### config.mk
export PLATFORM = sky130hd
export DESIGN_NAME = obi_memory_arbiter
export DESIGN_NICKNAME = d
export VERILOG_FILES = /design/src/rtl/obi_memory_arbiter.sv
export SDC_FILE = /design/constraint.sdc
export NUM_CORES = 1
export LEC_CHECK = 0
export CORE_AREA = 2 2 109 111
export DETAILED_ROUTE_END_ITERATION = 8
export DIE_AREA = 0 0 111 113
export PLACE_DENSITY = 0.65
export REMOVE_ABC_BUFFERS = 1
export SLEW_MARGIN = 20
export SYNTH_ARGS = -nofsm -noshare
export SYNTH_HDL_FRONTEND = slang
export SYNTH_SLANG_ARGS = --single-unit
### constraint.sdc
create_clock -name clk_i -period 2.7 [get_ports clk_i]
set_input_delay 0.81 -clock clk_i [delete_from_list [all_inputs] [get_ports clk_i]]
set_output_delay 0.81 -clock clk_i [all_outputs]
set_load 0.05 [all_outputs]
### src/rtl/obi_memory_arbiter.sv
// Two-port OBI arbiter sharing one memory port: fixed priority to port 0, in-order response routing.
// Optional macro OBI_MEMORY_ARBITER_ROUND_ROBIN_EN alternates priority when both ports request.
module obi_memory_arbiter #(
   parameter int ADDR_WIDTH      = 32,
   parameter int DATA_WIDTH      = 32,
   parameter int MAX_OUTSTANDING = 2
) (
   input  logic                                clk_i,
   input  logic                                rst_ni,
   input  logic [1:0]                          req_i,
   output logic [1:0]                          gnt_o,
   input  logic [1:0][ADDR_WIDTH-1:0]          addr_i,
   input  logic [1:0]                          we_i,
   input  logic [1:0][DATA_WIDTH/8-1:0]        be_i,
   input  logic [1:0][DATA_WIDTH-1:0]          wdata_i,
   output logic [1:0]                          rvalid_o,
   output logic [DATA_WIDTH-1:0]               rdata_o,
   output logic                                err_o,
   output logic                                mem_req_o,
   input  logic                                mem_gnt_i,
   output logic [ADDR_WIDTH-1:0]               mem_addr_o,
   output logic                                mem_we_o,
   output logic [DATA_WIDTH/8-1:0]             mem_be_o,
   output logic [DATA_WIDTH-1:0]               mem_wdata_o,
   input  logic                                mem_rvalid_i,
   input  logic [DATA_WIDTH-1:0]               mem_rdata_i,
   input  logic                                mem_err_i,
   output logic                                protocol_err_o
);

   localparam int CNT_W = $clog2(MAX_OUTSTANDING + 1);
   localparam int PTR_W = (MAX_OUTSTANDING > 1) ? $clog2(MAX_OUTSTANDING) : 1;

   logic             sel_q, sel_d, sel;
   logic             locked_q, locked_d;
   logic [CNT_W-1:0] count_q, count_d;
   logic [PTR_W-1:0] wptr_q, rptr_q;
   logic             id_q [MAX_OUTSTANDING];
   logic             protocol_err_q;
   logic             full, mem_req, accept, pop, head;
`ifdef OBI_MEMORY_ARBITER_ROUND_ROBIN_EN
   logic             prio_q;
`endif

   function automatic logic [PTR_W-1:0] next_ptr(input logic [PTR_W-1:0] p);
      return (p == PTR_W'(MAX_OUTSTANDING - 1)) ? '0 : p + PTR_W'(1);
   endfunction

   assign full = (count_q == CNT_W'(MAX_OUTSTANDING));

   // A stalled address phase keeps its port until granted or withdrawn.
   always_comb begin
      sel = ~req_i[0];
      if (locked_q) begin
         sel = sel_q;
      end
`ifdef OBI_MEMORY_ARBITER_ROUND_ROBIN_EN
      else if (&req_i) begin
         sel = prio_q;
      end
`endif
   end

   assign mem_req  = req_i[sel] & ~full;
   assign accept   = mem_req & mem_gnt_i;
   assign pop      = mem_rvalid_i & (count_q != '0);
   assign head     = id_q[rptr_q];
   assign locked_d = mem_req & ~mem_gnt_i;
   assign sel_d    = sel;

   always_comb begin
      count_d = count_q;
      if (accept && !pop) count_d = count_q + CNT_W'(1);
      else if (pop && !accept) count_d = count_q - CNT_W'(1);
   end

   // Every output is forced low while reset is held, even with requests pending.
   assign mem_req_o      = rst_ni & mem_req;
   assign gnt_o          = (rst_ni & accept) ? (sel ? 2'b10 : 2'b01) : 2'b00;
   assign mem_addr_o     = rst_ni ? addr_i[sel]  : '0;
   assign mem_we_o       = rst_ni & we_i[sel];
   assign mem_be_o       = rst_ni ? be_i[sel]    : '0;
   assign mem_wdata_o    = rst_ni ? wdata_i[sel] : '0;
   assign rvalid_o       = (rst_ni & pop) ? (head ? 2'b10 : 2'b01) : 2'b00;
   assign rdata_o        = rst_ni ? mem_rdata_i : '0;
   assign err_o          = rst_ni & mem_err_i;
   assign protocol_err_o = protocol_err_q;

   always_ff @(posedge clk_i or negedge rst_ni) begin
      if (!rst_ni) begin
         sel_q          <= 1'b0;
         locked_q       <= 1'b0;
         count_q        <= '0;
         wptr_q         <= '0;
         rptr_q         <= '0;
         protocol_err_q <= 1'b0;
         for (int i = 0; i < MAX_OUTSTANDING; i++) id_q[i] <= 1'b0;
`ifdef OBI_MEMORY_ARBITER_ROUND_ROBIN_EN
         prio_q         <= 1'b0;
`endif
      end else begin
         sel_q    <= sel_d;
         locked_q <= locked_d;
         count_q  <= count_d;
         if (accept) begin
            id_q[wptr_q] <= sel;
            wptr_q       <= next_ptr(wptr_q);
`ifdef OBI_MEMORY_ARBITER_ROUND_ROBIN_EN
            prio_q       <= ~sel;
`endif
         end
         if (pop) rptr_q <= next_ptr(rptr_q);
         if (mem_rvalid_i && count_q == '0) protocol_err_q <= 1'b1;
      end
   end

endmodule

==> run summary, run 1 <==
The mean number of vias per cell came out at 4.36. The pin count of the biggest net entering global routing came out at 63. The proportion of synthesized chip area in sequential cells came out at 0.125. The half-perimeter wire length after detailed placement came out at 9.43 mm.

After detailed routing, the wire length on met1 is 5.11 mm. The cell count after placement came out at 788. The clock latency reported for the late side of the worst-skew pair came out at 0.23 ns. The met3 layer wire length in the routed design came out at 901 um.

In the routed design, unresolved DRC markers number 0. A synthesized cell averages 5.92 um^2. The number of standard-cell rows in the floorplan is 39. The utilization of the core after routing came out at 0.691.

The CTS clock-pin slew for the worst setup and hold paths came out at 0.04 ns. The total clock sinks came out at 9. In this run, distinct cell masters in the synthesized netlist total 24. The routed length on met2 is 7.82 mm. The number of synthesized register bits came out at 9. The final-stage net count came out at 821.

The residual overflow from global routing is 0. The analysis attributes to cell leakage a power of 3.41 nW. The cell area that synthesis handed to floorplanning was 1810 um^2.

The total power after layout came out at 3.81 mW. Dividing the final minimum period by the clock period gives 1.05. The maximum resistive drop on vdd is 0.406 mV. Setup repair after global routing could not meet its margin everywhere. The worst path arrival time is 2.03 ns. For this run, the top clock speed supported by timing is 352 MHz. The total die area is 12500 um^2.

The final non-filler cell total came out at 785. The worst slack at placement came out at -0.615 ns. The flow ran to the end, but the final reports show violations.

The maximum clock insertion buffer count is 2. CTS built an H-tree with a depth of 1. The share of post-route cells with drive strength above 1 is 0.514. The post-synthesis instance total is 305. The worst max-slew margin expressed relative to the limit is 0.663.

On the final layout, the worst hold slack is 0.467 ns. At the end of routability-driven placement, the weighted congestion stood at 0.896. At the pin with the least slew margin, the transition time is 0.503 ns. The via count of the first global-routing pass was 3726. The startpoint class of the critical path is an input pin. The min-delay analysis places its worst path in the category flip-flop to flip-flop. In this run the top signal layer used is met4. The diode insertion count for antenna repair came out at 0.

The die is 113 um tall. The total power density per cell area came out at 490 nW/um^2. The overall die width is 111 um. The worst path required time came out at 1.89 ns. The CTS tree is yes. The via total after detailed routing came out at 3421. The post-layout worst setup margin came out at -0.141 ns. The average wire length per cell after detail routing came out at 17.8 um. The area growth from synthesis to layout is 331%. The number of buffers inserted during clock tree synthesis came out at 3. The wire length of the first global-routing pass came out at 19.7 mm. The critical path is of the input pin to output port type. The placeable core region is 11300 um^2. The max-slew violation total from the final report came to 0. The critical path capture point type is an output port. The count of warnings emitted by yosys is 0. The max-cap check violation count came out at 0. The count of boundary I/O pins is 285.

The detailed router's first-iteration violation count is 101. The total iterations of the first detailed-routing run is 4. The post-detailed-routing wire length is 14.0 mm. The clock period minus final worst setup slack is 2.84 ns. The number of nets with antenna violations after detailed routing is 0. In the global route stage, overall resource usage came out at 0.194. The worst clock skew is 0.000968 ns.

The total of hold buffers inserted after clock tree synthesis came out at 0. The final reports fail on negative setup slack. The initial utilization of the core area, before any placement, comes to 0.160. The hold violation total from the final report came out at 0. The number of setup violations in the final report is 71. The tree is rooted in a sky130_fd_sc_hd__clkbuf_16. The number of antenna violations at the first check in global routing is 0. Of all nets on the critical path, the largest fanout is 7. The number of input and output port buffers inserted came out at 284.
==> metal layers <==
layer	GRT usage	vias to the layer above
met5	0	-
met4	0.0258	0
met3	0.0445	14
met2	0.381	155
met1	0.217	1595
li1	-	1657
==> cell type report <==
| type | count | area [um^2] |
|---|---|---|
| inverters | 3 | 40.0 |
| flip-flops and latches | 9 | 225 |
| clock buffers | 4 | 78.8 |
| repair buffers | 357 | 4860 |
| repair inverters | 1 | 20.0 |
| well taps | 143 | 179 |
| fillers | 806 | 3490 |
| multi-input cells | 268 | 2390 |
==> where the power goes <==
part	total [mW]	switching, mW	internal [mW]
Clock	0.257	0.0602	0.197
Sequential	0.249	0.0570	0.192
Combinational	3.31	1.60	1.70
==> registers in the layout, summed over array words and instances (netlist names) <==
name and cells:
locked_q 1, sel_q 1, protocol_err_o 1, id_q 2, rptr_q 1, count_q 2
wptr_q 1
==> synth_stat cells, drive strengths merged <==
library cell	count	area share
ha	1	0.0069
nor3b	1	0.0042
and2b	1	0.0049
dfrtp	9	0.12
and4b	1	0.0055
xor2	3	0.015
xnor2	2	0.0097
nor2	5	0.010
a211oi	1	0.0042
mux2i	3	0.019
nand2	140	0.29
buf	1	0.0028
clkbuf	24	0.050
mux2	2	0.012
a21boi	69	0.29
and2	35	0.12
inv	3	0.0062
o21ai	1	0.0028
nor2b	1	0.0035
a21o	1	0.0042
a2111oi	1	0.015
==> worst max-delay path, stage by stage <==
cell,delay [ns]
sky130_fd_sc_hd__buf_8,0.08
sky130_fd_sc_hd__inv_4,0.03
sky130_fd_sc_hd__mux2i_4,0.16
sky130_fd_sc_hd__buf_12,0.15
sky130_fd_sc_hd__buf_12,0.15
sky130_fd_sc_hd__clkinv_16,0.08
sky130_fd_sc_hd__clkbuf_16,0.17
sky130_fd_sc_hd__buf_12,0.13
sky130_fd_sc_hd__nand2_4,0.07
sky130_fd_sc_hd__a21boi_4,0.06
sky130_fd_sc_hd__buf_12,0.14
==> final timing paths <==
path	slack, ns	from	cells after the start	end
max	-0.14	req_i[0]	11	mem_addr_o[22]
max reg2reg	0.63	sel_q$_DFF_PN0_	9	count_q[1]$_DFFE_PN0P_
min in group asynchronous	0.60	rst_ni	2	count_q[1]$_DFFE_PN0P_
min reg2reg	0.47	protocol_err_o$_DFFE_PN0P_	1	protocol_err_o$_DFFE_PN0P_
max in group asynchronous	1.94	rst_ni	2	rptr_q$_DFFE_PN0N_
min	0.47	protocol_err_o$_DFFE_PN0P_	1	protocol_err_o$_DFFE_PN0P_
==> cell usage in the layout, fill, tap and decap left out, drive strengths merged <==
cell type and instances:
and2 35, mux2i 3, clkdlybuf4s50 173, a21o 1, a2111oi 1, xor2 3, dlygate4sd2 1, and2b 1
clkinv 1, a21boi 69, and4b 1, clkbuf 9, nand2 140, nor2b 1, a211oi 1, ha 1
mux2 2, clkdlybuf4s15 1, nor2 5, buf 177, nor3b 1, xnor2 2, inv 3, o21ai 1
dfrtp 9
==> per-stage QoR <==
step,area [um^2],TNS (ns)
after floorplan,1710,-165.85
after global placement,6490,-35.24
after detailed placement,6490,-37.68
after CTS,7130,-7.19
after global routing,7780,-8.51
final,7780,-5.03
==> cells by family after synthesis <==
group                      Yosys count  synth area share
AOI/OAI and AO/OA                   73             0.313
xor gates and xnor gates             5            0.0243
adders and majority gates            1           0.00693
buffers and inverters               28            0.0589
DFF                                  9             0.125
muxes                                5            0.0312
and+or+nand+nor                    184             0.441
==> timing repair <==
item	4_1_cts	5_1_grt
cloned	8	6
gates resized for setup	145	179
buffers inserted	10	10
endpoints found under the hold margin	0	0
pin swaps	44	65
setup endpoints to repair	73	73
Power figures use the tool's default switching activity.
==> inputs of run 2 (changes only) <==
- CTS_CLUSTER_DIAMETER: unset -> 40
==> results of run 2 <==
The final DEF is identical to that of run 1; final timing and power are the same.
==> inputs of run 3 (changes only) <==
- CTS_CLUSTER_DIAMETER: 40 -> 30
==> results of run 3 <==
The final DEF is identical to that of run 1; final timing and power are the same.
